`config.mk`:
```
export PLATFORM = sky130hd
export DESIGN_NAME = activation_lut_fetch
export DESIGN_NICKNAME = d
export VERILOG_FILES = /design/src/rtl/nn_fixed_pkg.sv /design/src/rtl/activation_lut_rom.sv /design/src/rtl/activation_lut_fetch.sv
export SDC_FILE = /design/constraint.sdc
export NUM_CORES = 1
export LEC_CHECK = 0
export BUFFER_PORTS_ARGS = -buffer_cell sky130_fd_sc_hd__buf_2
export CORE_MARGIN = 2
export CORE_UTILIZATION = 54
export CTS_BUF_LIST = sky130_fd_sc_hd__clkbuf_4
export CTS_CLUSTER_DIAMETER = 40
export DETAILED_ROUTE_END_ITERATION = 12
export GPL_TIMING_DRIVEN = 0
export HOLD_SLACK_MARGIN = 0.1
export PLACE_DENSITY = 0.79
export SLEW_MARGIN = 30
export SYNTH_ARGS = -nofsm -noshare
export SYNTH_HDL_FRONTEND = slang
export SYNTH_SLANG_ARGS = --single-unit
export TNS_END_PERCENT = 20
```
`constraint.sdc`:
```
create_clock -name clk -period 2.1 [get_ports clk]
set_input_delay 0.105 -clock clk [delete_from_list [all_inputs] [get_ports clk]]
set_output_delay 0.105 -clock clk [all_outputs]
set_load 0.05 [all_outputs]
```
`src/rtl/nn_fixed_pkg.sv`:
```
// Shared fixed-point constants, FSM state type and the sigmoid table
// used by the activation LUT fetch path.
package nn_fixed_pkg;

    localparam int unsigned DATA_W     = 8;
    localparam int unsigned FRAC_W     = 4;
    localparam int unsigned LUT_DEPTH  = 17;
    localparam int unsigned ADDR_W     = $clog2(LUT_DEPTH);
    localparam int unsigned IDX_OFFSET = 2 ** (DATA_W - FRAC_W - 1);

    typedef enum logic [2:0] {
        ST_IDLE,
        ST_RD_BASE,
        ST_RD_NEXT,
        ST_LATCH,
        ST_VALID
    } fsm_state_e;

    // Q4.4 round-to-nearest of 16*sigmoid(k), k = -8..8
    localparam logic [DATA_W-1:0] SIGMOID_LUT [LUT_DEPTH] = '{
        8'd0,  8'd0,  8'd0,  8'd0,  8'd0,  8'd1,  8'd2,  8'd4,  8'd8,
        8'd12, 8'd14, 8'd15, 8'd16, 8'd16, 8'd16, 8'd16, 8'd16
    };

endpackage

```
`src/rtl/activation_lut_rom.sv`:
```
// Synchronous-read ROM over the sigmoid table; data is valid the cycle
// after the address is presented.
module activation_lut_rom
    import nn_fixed_pkg::*;
(
    input  logic              clk,
    input  logic [ADDR_W-1:0] addr,
    output logic [DATA_W-1:0] data
);

    // Addresses past the table read as zero so the unused code space is defined
    always_ff @(posedge clk) begin
        data <= (32'(addr) < LUT_DEPTH) ? SIGMOID_LUT[addr] : '0;
    end

endmodule

```
`src/rtl/activation_lut_fetch.sv`:
```
// Splits a signed fixed-point x into LUT index and fraction, fetches the two
// bracketing table entries and holds them for the downstream interpolator.
module activation_lut_fetch
    import nn_fixed_pkg::*;
(
    input  logic              clk,
    input  logic              rst,
    input  logic              in_valid,
    output logic              in_ready,
    input  logic [DATA_W-1:0] in_data,
    output logic              out_valid,
    input  logic              out_ready,
    output logic [DATA_W-1:0] base,
    output logic [DATA_W-1:0] next__data,
    output logic [DATA_W-1:0] change,
    output logic [DATA_W-1:0] remaining
);

    fsm_state_e        state_q;
    logic [DATA_W-1:0] x_q;
    logic [DATA_W-1:0] rem_q;
    logic [DATA_W-1:0] base_q;
    logic [DATA_W-1:0] next_q;
    logic [DATA_W-1:0] change_q;
    logic              in_ready_q;
    logic              out_valid_q;

    logic [ADDR_W-1:0] addr_base_c;
    logic [ADDR_W-1:0] addr_next_c;
    logic [ADDR_W-1:0] rom_addr_c;
    logic [DATA_W-1:0] rom_data;

    // Offsetting the signed index maps idx -8..7 onto addresses 0..15
    assign addr_base_c = ADDR_W'($signed(x_q) >>> FRAC_W) + ADDR_W'(IDX_OFFSET);
    assign addr_next_c = addr_base_c + ADDR_W'(1);

    always_comb begin
        rom_addr_c = '0;
        case (state_q)
            ST_RD_BASE: rom_addr_c = addr_base_c;
            ST_RD_NEXT: rom_addr_c = addr_next_c;
            default:    rom_addr_c = '0;
        endcase
    end

    activation_lut_rom u_rom (
        .clk  (clk),
        .addr (rom_addr_c),
        .data (rom_data)
    );

    // ROM data lags its address by one cycle, so each read lands a state later
    always_ff @(posedge clk or posedge rst) begin
        if (rst) begin
            state_q     <= ST_IDLE;
            x_q         <= '0;
            rem_q       <= '0;
            base_q      <= '0;
            next_q      <= '0;
            change_q    <= '0;
            in_ready_q  <= 1'b1;
            out_valid_q <= 1'b0;
        end else begin
            case (state_q)
                ST_IDLE: begin
                    if (in_valid) begin
                        x_q        <= in_data;
                        rem_q      <= DATA_W'(in_data[FRAC_W-1:0]);
                        in_ready_q <= 1'b0;
                        state_q    <= ST_RD_BASE;
                    end
                end
                ST_RD_BASE: begin
                    state_q <= ST_RD_NEXT;
                end
                ST_RD_NEXT: begin
                    base_q  <= rom_data;
                    state_q <= ST_LATCH;
                end
                ST_LATCH: begin
                    next_q      <= rom_data;
                    change_q    <= rom_data - base_q;
                    out_valid_q <= 1'b1;
                    state_q     <= ST_VALID;
                end
                ST_VALID: begin
                    if (out_ready) begin
                        out_valid_q <= 1'b0;
                        in_ready_q  <= 1'b1;
                        state_q     <= ST_IDLE;
                    end
                end
                default: begin
                    out_valid_q <= 1'b0;
                    in_ready_q  <= 1'b1;
                    state_q     <= ST_IDLE;
                end
            endcase
        end
    end

    assign in_ready   = in_ready_q;
    assign out_valid  = out_valid_q;
    assign base       = base_q;
    assign next__data = next_q;
    assign change     = change_q;
    assign remaining  = rem_q;

endmodule

```
== Word-level counts from Yosys, hierarchy flattened ==
Memory sizes are Yosys's and may differ from the RTL's. A register that Yosys moved wholly into a read port is not among the register bits.
Cells that the tools add are included.
Cells by class
  bitwise gates (word level): 3
  equal/unequal tests: 6
  divide/modulo/power cells: 0
  shifts and indexed selects: 0
  magnitude comparators: 1
  mux-type cells: 9
  multipliers: 0
  reduce and logical (&&, ||, !) cells: 8
  $add $sub $neg: 3
Operators by type and width (number)
  $pmux W3 S5: 1
  $pmux W5 S2: 1
  $sub A8 B8 Y8: 1
  $eq A3 B2 Y1 const B: 2
  $mux W3: 2
  $not A5 Y6: 1
  $pmux W1 S3: 2
  $reduce_and A2 Y1: 3
  $reduce_or A3 Y1: 2
  $add A5 B1 Y5 const B: 1
  $add A5 B4 Y5 const B: 1
  $lt A5 B5 Y1 const B: 1
  $ne A2 B2 Y1 const B: 2
  $eq A3 B1 Y1 const B: 1
  $eq A3 B3 Y1 const B: 1
  $logic_not A3 Y1: 1
  $mux W1: 3
  $reduce_and A3 Y1: 1
  $not A1 Y1: 2
  $logic_not A1 Y1: 1
Storage, ports and cells
  memories: 1
  latch bits: 0
  bits of input ports: 12
  output and inout port bits: 34
  memory bits (writable): 0
  word-level logic and storage cells: 39
  bits in read-only memories: 256
  register bits: 41
Memories
  (no name shown): depth 32, bits a word 8, rd ports 1, clocked after memory_dff 1, write ports 0, line activation_lut_rom.sv:13  | data <= (32'(addr) < LUT_DEPTH) ? SIGMOID_LUT[addr] : '0;

== Longest topological paths before layout ==
Gate-level depths: netlist of run 1.
  depth after elaboration: 5
  mapped depth: 8
  mapped depth without buffers: 8

== Hierarchy ==
Synthesis of run 1 repeated with hierarchy kept, for this count alone.
Second synthesis, totals
  cell total of the unflattened synthesis: 226
  area, all modules: 2215.9 sq um
Modules (own cells, without submodules)
  activation_lut_fetch: area an instance 1991.9 sq um, sequential area each 927.1 sq um, instances 1, cells an instance 202
  activation_lut_rom: area an instance 224.0 sq um, sequential area each 100.1 sq um, instances 1, cells an instance 24

== Least setup slack after synthesis of run 1 ==
Ideal clock, no wire load.
  path kind: register to register
  start point: register base_q[0] (netlist: base[0])
  end point: register change_q[6] (netlist: change[6])
  data required time: 1982 ps
  setup time: 118 ps
  arrival: 1780 ps
  buffers on the path: 0
  path slack: 202 ps
  cell stages (with the launch flop): 8
  clock period less this slack: 1898 ps
  cell sequence: dfrtp_1 ha_1 fa_1 inv_1 a21oi_1 o21bai_1 a211oi_1 a21o_1
On the way
  longest elaborated chain between the ends: 1
Ends and longest elaborated chain
  from (decl): line activation_lut_fetch.sv:22  | logic [DATA_W-1:0] base_q;
  from (signal assigned): line activation_lut_fetch.sv:77  | base_q <= rom_data;
  $sub A8 B8 Y8: line activation_lut_fetch.sv:82  | change_q <= rom_data - base_q;
  to (signal assigned): line activation_lut_fetch.sv:82
  to (decl): line activation_lut_fetch.sv:24  | logic [DATA_W-1:0] change_q;
No other way between the ends.
A chain may end at the register's enable or synchronous reset.

== Worst setup path in the final report of run 1 ==
Same ends and word-level chain as after synthesis.

==> metrics.txt, run 1 <==
root buf cell clkbuf_4; DRT iter0 DRCs 58; HPWL Detailed 2490 microns; postcts setup bufs 0; post-synthesis cell area 1770 sq um; chip width 61.2 microns; commonest cells after routing, fill and taps aside buf_2 (37), dfrtp_1 (30), nand2_1 (23), buf_4 (14), o21ai_0 (13); CP Data Arrival Time 2080 ps; Req. time, crit path 2360 ps; final period demand of the worst path ~1800 ps; critical path capture point type flop; R2R Setup Slk between 200 and 300 ps; crit path kind reg -> reg; Hold Fails Final Rpt 0; crit-path max FO 3; fmax 550 MHz; Fill cells 233; Worst-path clk slew ~110 ps; number of nets with antenna violations after routing 0; Hold Crit Class in -> async; P&R area growth vs syn 24.4%; first-pass GRT wire length 5430 microns; Sink Count 36; initial antenna violation count 0; number of vias per cell 5.01; period utilization 86.5%; # setup viols final 0; gr ovfl total 0; initial core utilization 57.5%; max_cap viols 0; Cell variety after synth 39; Layout Skew around 16 ps; clk buf depth 2; RSZ-0062 raised after global routing false; status finished clean; All-Layer GR Usage 20.3%; drt pass-1 iters 4; number of global-route vias before repair 1,298; syn_area_per_cell 10.5 sq um; Worst Setup Start Kind flop; TritonCTS buffer count 5; Synth Instances 169; Final nets 250; WL/cell 12.3 microns; synthesized flop and latch total 36; Die ar. 3750 sq um; Antenna Cells 0; Routed WL 3410 microns; CTS tree done; commonest non-fill, non-tap cell in the layout buf_2; largest net degree at the start of global routing 32; worst skew pair latency 350 ps; Slew headroom 57.8%; # rows 20; Seq/Total Area, Yosys 49.6%; Slew Viols, Final 0; vias between 1,000 and 1,500; IO Pins 46; H-Tree Level Count 2; core area roughly 3000 sq um; yosys warns 0; placer congestion estimate 0.814; Remaining DRCs 0; share of cells above drive strength 1 34.1%; setup tns final 0 ps; worst slew pin tran ~630 ps; IO Port Bufs 35; Die Ht 61.2 microns
## cells in the mapped netlist
master,number,area [sq um]
nor2b_1,2,12.5
or4_1,1,7.51
nor3_1,2,10.0
buf_6,2,22.5
and3_1,1,6.26
o2111ai_1,1,8.76
nand3_1,3,15.0
dfxtp_1,5,100
o31ai_1,4,30.0
buf_2,2,10.0
o21ai_1,1,5.00
dfrtp_1,30,751
xor2_1,1,8.76
buf_4,14,105
ha_1,6,75.1
mux2_2,12,135
nor4b_4,1,23.8
a21o_1,1,7.51
nand2b_4,1,13.8
mux2i_1,1,10.0
or3_1,3,18.8
o21bai_1,1,7.51
o21a_1,1,7.51
o22ai_1,1,6.26
nor2_1,4,15.0
conb_1,1,3.75
dfstp_2,1,26.3
nand2_1,23,86.3
nand2b_1,1,6.26
clkbuf_1,2,7.51
inv_1,12,45.0
a211oi_1,1,7.51
nand3b_1,2,15.0
a21oi_2,1,8.76
fa_1,1,20.0
a21oi_1,7,35.0
o21ai_0,13,65.1
xnor2_1,2,17.5
nor3b_2,1,12.5
## routing by layer
| metal | part of all wire [%] | track usage [%] | wire length [microns] |
|---|---|---|---|
| met1 | 40 | 22.1 | 1370 |
| met2 | 52 | 35.3 | 1770 |
| met3 | 5.8 | 7.35 | 196 |
| met5 | 0 | 0 | 0 |
| met4 | 1.9 | 9.32 | 63 |
## cell type report
cell class | instances | area, sq um | area share [%]
Sequential cell | 36 | 877 | 39.9
Multi-Input combinational cell | 110 | 736 | 33.4
Timing Repair Buffer | 46 | 285 | 13.0
Buffer | 20 | 145 | 6.59
Tap cell | 44 | 55.1 | 2.50
Clock buffer | 7 | 52.6 | 2.39
Inverter | 12 | 45.0 | 2.05
Clock inverter | 1 | 5.00 | 0.227
## worst paths after layout
path | startpoint | to | cells past startpoint
worst max-delay path | base[0] | change[6] | 7
worst min-delay path | rst | next__data[1] | 3
worst max register to register | base[0] | change[6] | 7
worst min register to register | change[6] | change[6] | 1
max in group asynchronous | rst | state_q[0] | 3
min in group clk | change[6] | change[6] | 1
## kinds of logic after synthesis
logic type,share of synthesized area [%]
adder cells (fa/ha/maj),5.37
other,0.212
flip-flops,49.6
multiplexers,8.20
XOR/XNOR,1.49
AO/OA/AOI/OAI,10.7
buffers and inverters,10.7
AND/OR/NAND/NOR,13.7
## critical path: stages (launching register included)
cell,delay [ps]
dfrtp_1,430
ha_1,240
fa_1,410
inv_1,80
a21oi_1,70
o21bai_1,220
a211oi_1,120
a21o_1,160
## registers in the layout, summed over array words and instances, names as in the netlist
register / cells
base: 5
x_q: 8
next__data: 5
in_ready: 1
out_valid: 1
change: 8
state_q: 3
u_rom.data: 5
## metrics by stage
stage	hold slack [ps]	util (%)	std cells	instance area [sq um]	worst slack, ps
floorplan	208	-	178	1800	202
global placement	338	66.1	257	2030	380
detailed placement	226	66.1	257	2030	315
CTS	392	71.5	276	2200	299
global route	440	71.5	276	2200	185
finish	371	71.5	276	2200	283
## timing repair
item | CTS | global route
endpoints found under the hold margin | 40 | 0
hold buffers | 11 | 0
resized for setup | 0 | 0
Power of run 1 is left out: the tool's default activity adds up to more than one toggle a clock period on the data nets, which glitch-free logic cannot reach.
==> run 2: changes to the inputs <==
--- a/config.mk
+++ b/config.mk
@@ -7,15 +7,16 @@
 export LEC_CHECK = 0
 export BUFFER_PORTS_ARGS = -buffer_cell sky130_fd_sc_hd__buf_2
 export CORE_MARGIN = 2
-export CORE_UTILIZATION = 54
+export CORE_UTILIZATION = 57
 export CTS_BUF_LIST = sky130_fd_sc_hd__clkbuf_4
 export CTS_CLUSTER_DIAMETER = 40
 export DETAILED_ROUTE_END_ITERATION = 12
 export GPL_TIMING_DRIVEN = 0
 export HOLD_SLACK_MARGIN = 0.1
-export PLACE_DENSITY = 0.79
+export PLACE_DENSITY = 0.81
 export SLEW_MARGIN = 30
 export SYNTH_ARGS = -nofsm -noshare
 export SYNTH_HDL_FRONTEND = slang
+export SYNTH_HIERARCHICAL = 1
 export SYNTH_SLANG_ARGS = --single-unit
 export TNS_END_PERCENT = 20
==> metrics.txt, run 2 <==
Die ar. 4400 sq um; number of global-route vias before repair 1,585; Final nets 312; initial core utilization 60.1%; yosys warns 6; asr flop ratio synth 88.1%; fmax between 500 and 600 MHz; placer congestion estimate 0.843; Worst-path clk slew 120 ps; root buf cell clkbuf_4; WL/cell 12.4 microns; drt pass-1 iters 4; Layout Skew 4.75 ps; WP buf/inv 1; gr ovfl total 0; core area 3690 sq um; TritonCTS buffer count 5; IO Port Bufs 41; Synth top area share 40.7%; syn_area_per_cell 9.80 sq um; CP Data Arrival Time 2260 ps; period utilization 93.6%; H-Tree Level Count 2; number of vias per cell 5.16; cell with the most instances after synthesis nand2_1; pre-CTS setup slack -233 ps; # setup viols final 0; Top delay family on crit path simple AND/OR/NAND/NOR gates; IO Pins 46; Worst Setup Start Kind flop; RSZ-0062 raised after global routing false; final worst slack 133 ps; setup tns final 0 ps; chip width 66.4 microns; Hold Crit Class in -> async; crit path kind reg -> reg; Post-synth EDFFs 0; Hold Fails Final Rpt 0; most frequent cells after synthesis nand2_1 (40), dfrtp_1 (36), o21ai_0 (15), buf_4 (12); Antenna Cells 0; share of cells above drive strength 1 29.8%; max_cap viols 0; Die Ht 66.4 microns; status finished clean; DRT iter0 DRCs 126; worst skew pair latency 350 ps; critical path, cell by cell ha_1 > inv_1 > fa_1 > a211oi_1 > nor2_1 > or4_1 > nand3_1; P&R area growth vs syn 23.0%; crit-path max FO 3; HPWL Detailed 3080 microns; Remaining DRCs 0; largest net degree at the start of global routing 26; Req. time, crit path ~2400 ps; postcts setup bufs 0; clk buf depth 2; All-Layer GR Usage 21.6%; Slew headroom roughly three fifths; Cell variety after synth 47; Post-synth top flop dfrtp_1; Routed WL 4230 microns; # rows 22; Seq/Total Area, Yosys between 40% and 50%; number of nets with antenna violations after routing 0; worst slew pin tran 615 ps; vias ~1,800; commonest cells after routing, fill and taps aside buf_2 (43), nand2_1 (40), dfrtp_1 (34), o21ai_0 (15), buf_4 (12); critical path capture point type flop; worst hold slack 225 ps; Slew Viols, Final 0; synth top area cells dfrtp_1 (41%), nand2_1 (6.8%), mux2_2 (5.1%); crit path max-delay cell type or4_1; Synth Instances around 230; post-synthesis cell area 2220 sq um; commonest non-fill, non-tap cell in the layout buf_2; CTS tree done; final period demand of the worst path about 2000 ps; synthesized flop and latch total 42; Max stage delay on crit path approximately 470 ps; Sink Count 42; initial antenna violation count 0; Yosys top cell by area dfrtp_1; first-pass GRT wire length 7090 microns
[run 2: tightest hold or removal path, cell delays in order]
cell	delay [ps]
dlygate4sd3_1	530
buf_2	120
inv_2	230
[run 2: through the flow]
step                      cell area, sq um  util [%]  instances
after floorplan                       2240         -        231
after detailed placement              2520      68.4        321
after global routing                  2730      73.9        340
after global placement                2500      67.8        320
after CTS                             2720      73.7        340
final                                 2730      73.9        340
[run 2: final cells by class]
type	count	area, sq um
Timing Repair Buffer	53	335
Clock inverter	1	30.0
Buffer	20	148
Tap cell	48	60.1
Sequential cell	42	1030
Fill cell	297	962
Inverter	11	41.3
Multi-Input combinational cell	158	1030
Clock buffer	7	52.6
[run 2: worst paths after layout]
| path | start | endpoint | slack [ps] | depth (start not counted) |
|---|---|---|---|---|
| min in group clk | in_ready | in_ready | 480 | 2 |
| hold / removal | rst | next__data[7] | 220 | 3 |
| max in group asynchronous | rst | base[0] | 1440 | 4 |
| setup / recovery | base[0] | change[6] | 130 | 7 |
| setup reg to reg | base[0] | change[6] | 130 | 7 |
| hold reg to reg | in_ready | in_ready | 480 | 2 |
[run 2: cells by family after synthesis]
logic type / count (synthesis) / synth area share (%)
adder cells (fa/ha/maj): 9 / 5.42
XOR/XNOR: 4 / 1.58
buffers and inverters: 31 / 8.53
multiplexers: 10 / 5.08
flip-flops: 42 / 46.4
other: 2 / 0.339
AO/OA/AOI/OAI: 41 / 11.5
AND/OR/NAND/NOR: 87 / 21.2
[run 2: per-layer routing]
metal  wire, microns  GRT usage, %  vias up
met4              24          7.65        0
met3             184          5.45        4
li1                -             -      886
met2            2120          34.9       39
met1            1900          28.1      826
met5               0             0        -
[run 2: timing repair]
| item | in CTS | in global routing |
|---|---|---|
| endpoints found under the setup margin | 1 | 1 |
| hold buffers | 11 | 0 |
| resized for setup | 1 | 1 |
| cloned | 0 | 0 |
| endpoints found under the hold margin | 47 | 0 |
Power of run 2 is left out for the same reason.
==> run 3: changes to the inputs <==
==> constraint.sdc (replaced) <==
create_clock -name clk -period 2.1 [get_ports clk]
set_input_delay 0.42 -clock clk [delete_from_list [all_inputs] [get_ports clk]]
set_output_delay 0.42 -clock clk [all_outputs]
set_load 0.05 [all_outputs]
==> metrics.txt, run 3 (same netlist as run 2, synthesis figures left out) <==
Slew headroom 59.6%; commonest non-fill, non-tap cell in the layout buf_2; Die ar. 4400 sq um; Antenna Cells 0; met3 Usage GRT approximately 5.6%; H-Tree Level Count 2; # rows 22; number of global-route vias before repair 1,533; Hold Fails Final Rpt 0; period utilization ~94%; Remaining DRCs 0; Routed WL 4070 microns; final period demand of the worst path roughly 2000 ps; Worst-path clk slew 120 ps; fmax 509 MHz; Hold Crit Class in -> reg; # setup viols final 0; largest net degree at the start of global routing 26; Sink Count 42; IO Port Bufs 41; core area roughly 3700 sq um; grt met2 use 34.1%; vias between 1,500 and 2,000; pre-CTS setup slack -233 ps; Top Usage Layer GRT met2; first-pass GRT wire length approximately 6900 microns; Slew Viols, Final 0; number of vias per cell 5.21; Die Ht 66.4 microns; CP Data Arrival Time ~2300 ps; Fill cells 311; All-Layer GR Usage 21.1%; FF+latch area 1030 sq um; met1 Use GR 27.4%; final worst slack between 100 and 150 ps; drt pass-1 iters 4; placer congestion estimate 0.843; clk buf depth 2; DRT iter0 DRCs 111; initial core utilization 60.1%; P&R area growth vs syn 18.5%; Worst Setup Start Kind flop; Final Core Density just over 70%; crit path kind reg -> reg; crit-path max FO 3; RSZ-0062 raised after global routing false; IO Pins 46; root buf cell clkbuf_4; worst skew pair latency 350 ps; Final nets 302; Req. time, crit path 2400 ps; TritonCTS buffer count 5; commonest cells after routing, fill and taps aside buf_2 (43), nand2_1 (40), dfrtp_1 (34), o21ai_0 (15), buf_4 (12); CTS tree done; share of cells above drive strength 1 30.9%; chip width 66.4 microns; initial antenna violation count 0; worst slew pin tran 604 ps; number of nets with antenna violations after routing 0; area of the multi-input gates 1030 sq um; status finished clean; HPWL Detailed 3080 microns; gr ovfl total 0; max_cap viols 0; postcts setup bufs 0; Layout Skew 5.06 ps; WL/cell 12.3 microns; critical path capture point type flop
run 3: cell types whose count changed in the layout (fill, tap and decap cells not counted), sizes merged:
cell         before  now
dlygate4sd3      11    1
run 3: final cells by class:
class                           count  share of cell area, %
Clock inverter                      1                   1.14
Timing Repair Buffer               43                   8.96
Sequential cell                    42                   39.2
Tap cell                           48                   2.29
Buffer                             20                   5.62
Inverter                           11                   1.57
Multi-Input combinational cell    158                   39.2
Clock buffer                        7                   2.00
run 3: what timing repair did:
item | in CTS | in global routing
gates cloned | 0 | 0
setup endpoints to repair | 1 | 1
hold endpoints to repair | 11 | 0
hold buffers | 1 | 0
gates resized for setup | 1 | 1
pin swaps | 0 | 0
run 3: critical path, cell delays in order (launching register included):
cell and delay [ps]:
dfrtp_2 400, ha_1 160, inv_1 50, fa_1 420
a211oi_1 230, nor2_1 100, or4_1 470, nand3_1 90
run 3: path summary, 6_finish.rpt:
path	from	end	slack [ps]	cells after the start
max	base[0]	change[6]	130	7
min	in_data[2]	x_q[2]	290	2
max reg2reg	base[0]	change[6]	130	7
min reg2reg	in_ready	in_ready	480	2
max in group asynchronous	rst	base[0]	1130	4
min in group asynchronous	rst	next__data[7]	540	3
run 3: per-layer routing:
| metal | wire length (microns) | part of all wire (%) |
|---|---|---|
| met2 | 1950 | 48 |
| met3 | 230 | 5.6 |
| met5 | 0 | 0 |
| met4 | 58 | 1.4 |
| met1 | 1840 | 45 |
run 3: through the flow:
step | instance area, sq um | instances | hold slack [ps] | setup TNS (ps)
2_1_floorplan | 2240 | 231 | 430 | 0
3_3_place_gp | 2500 | 320 | 451 | -194
3_5_place_dp | 2520 | 321 | 387 | -233
4_1_cts | 2620 | 330 | 272 | 0
5_1_grt | 2630 | 330 | 271 | 0
6_report | 2630 | 330 | 291 | 0
Power of run 3 is left out for the same reason.
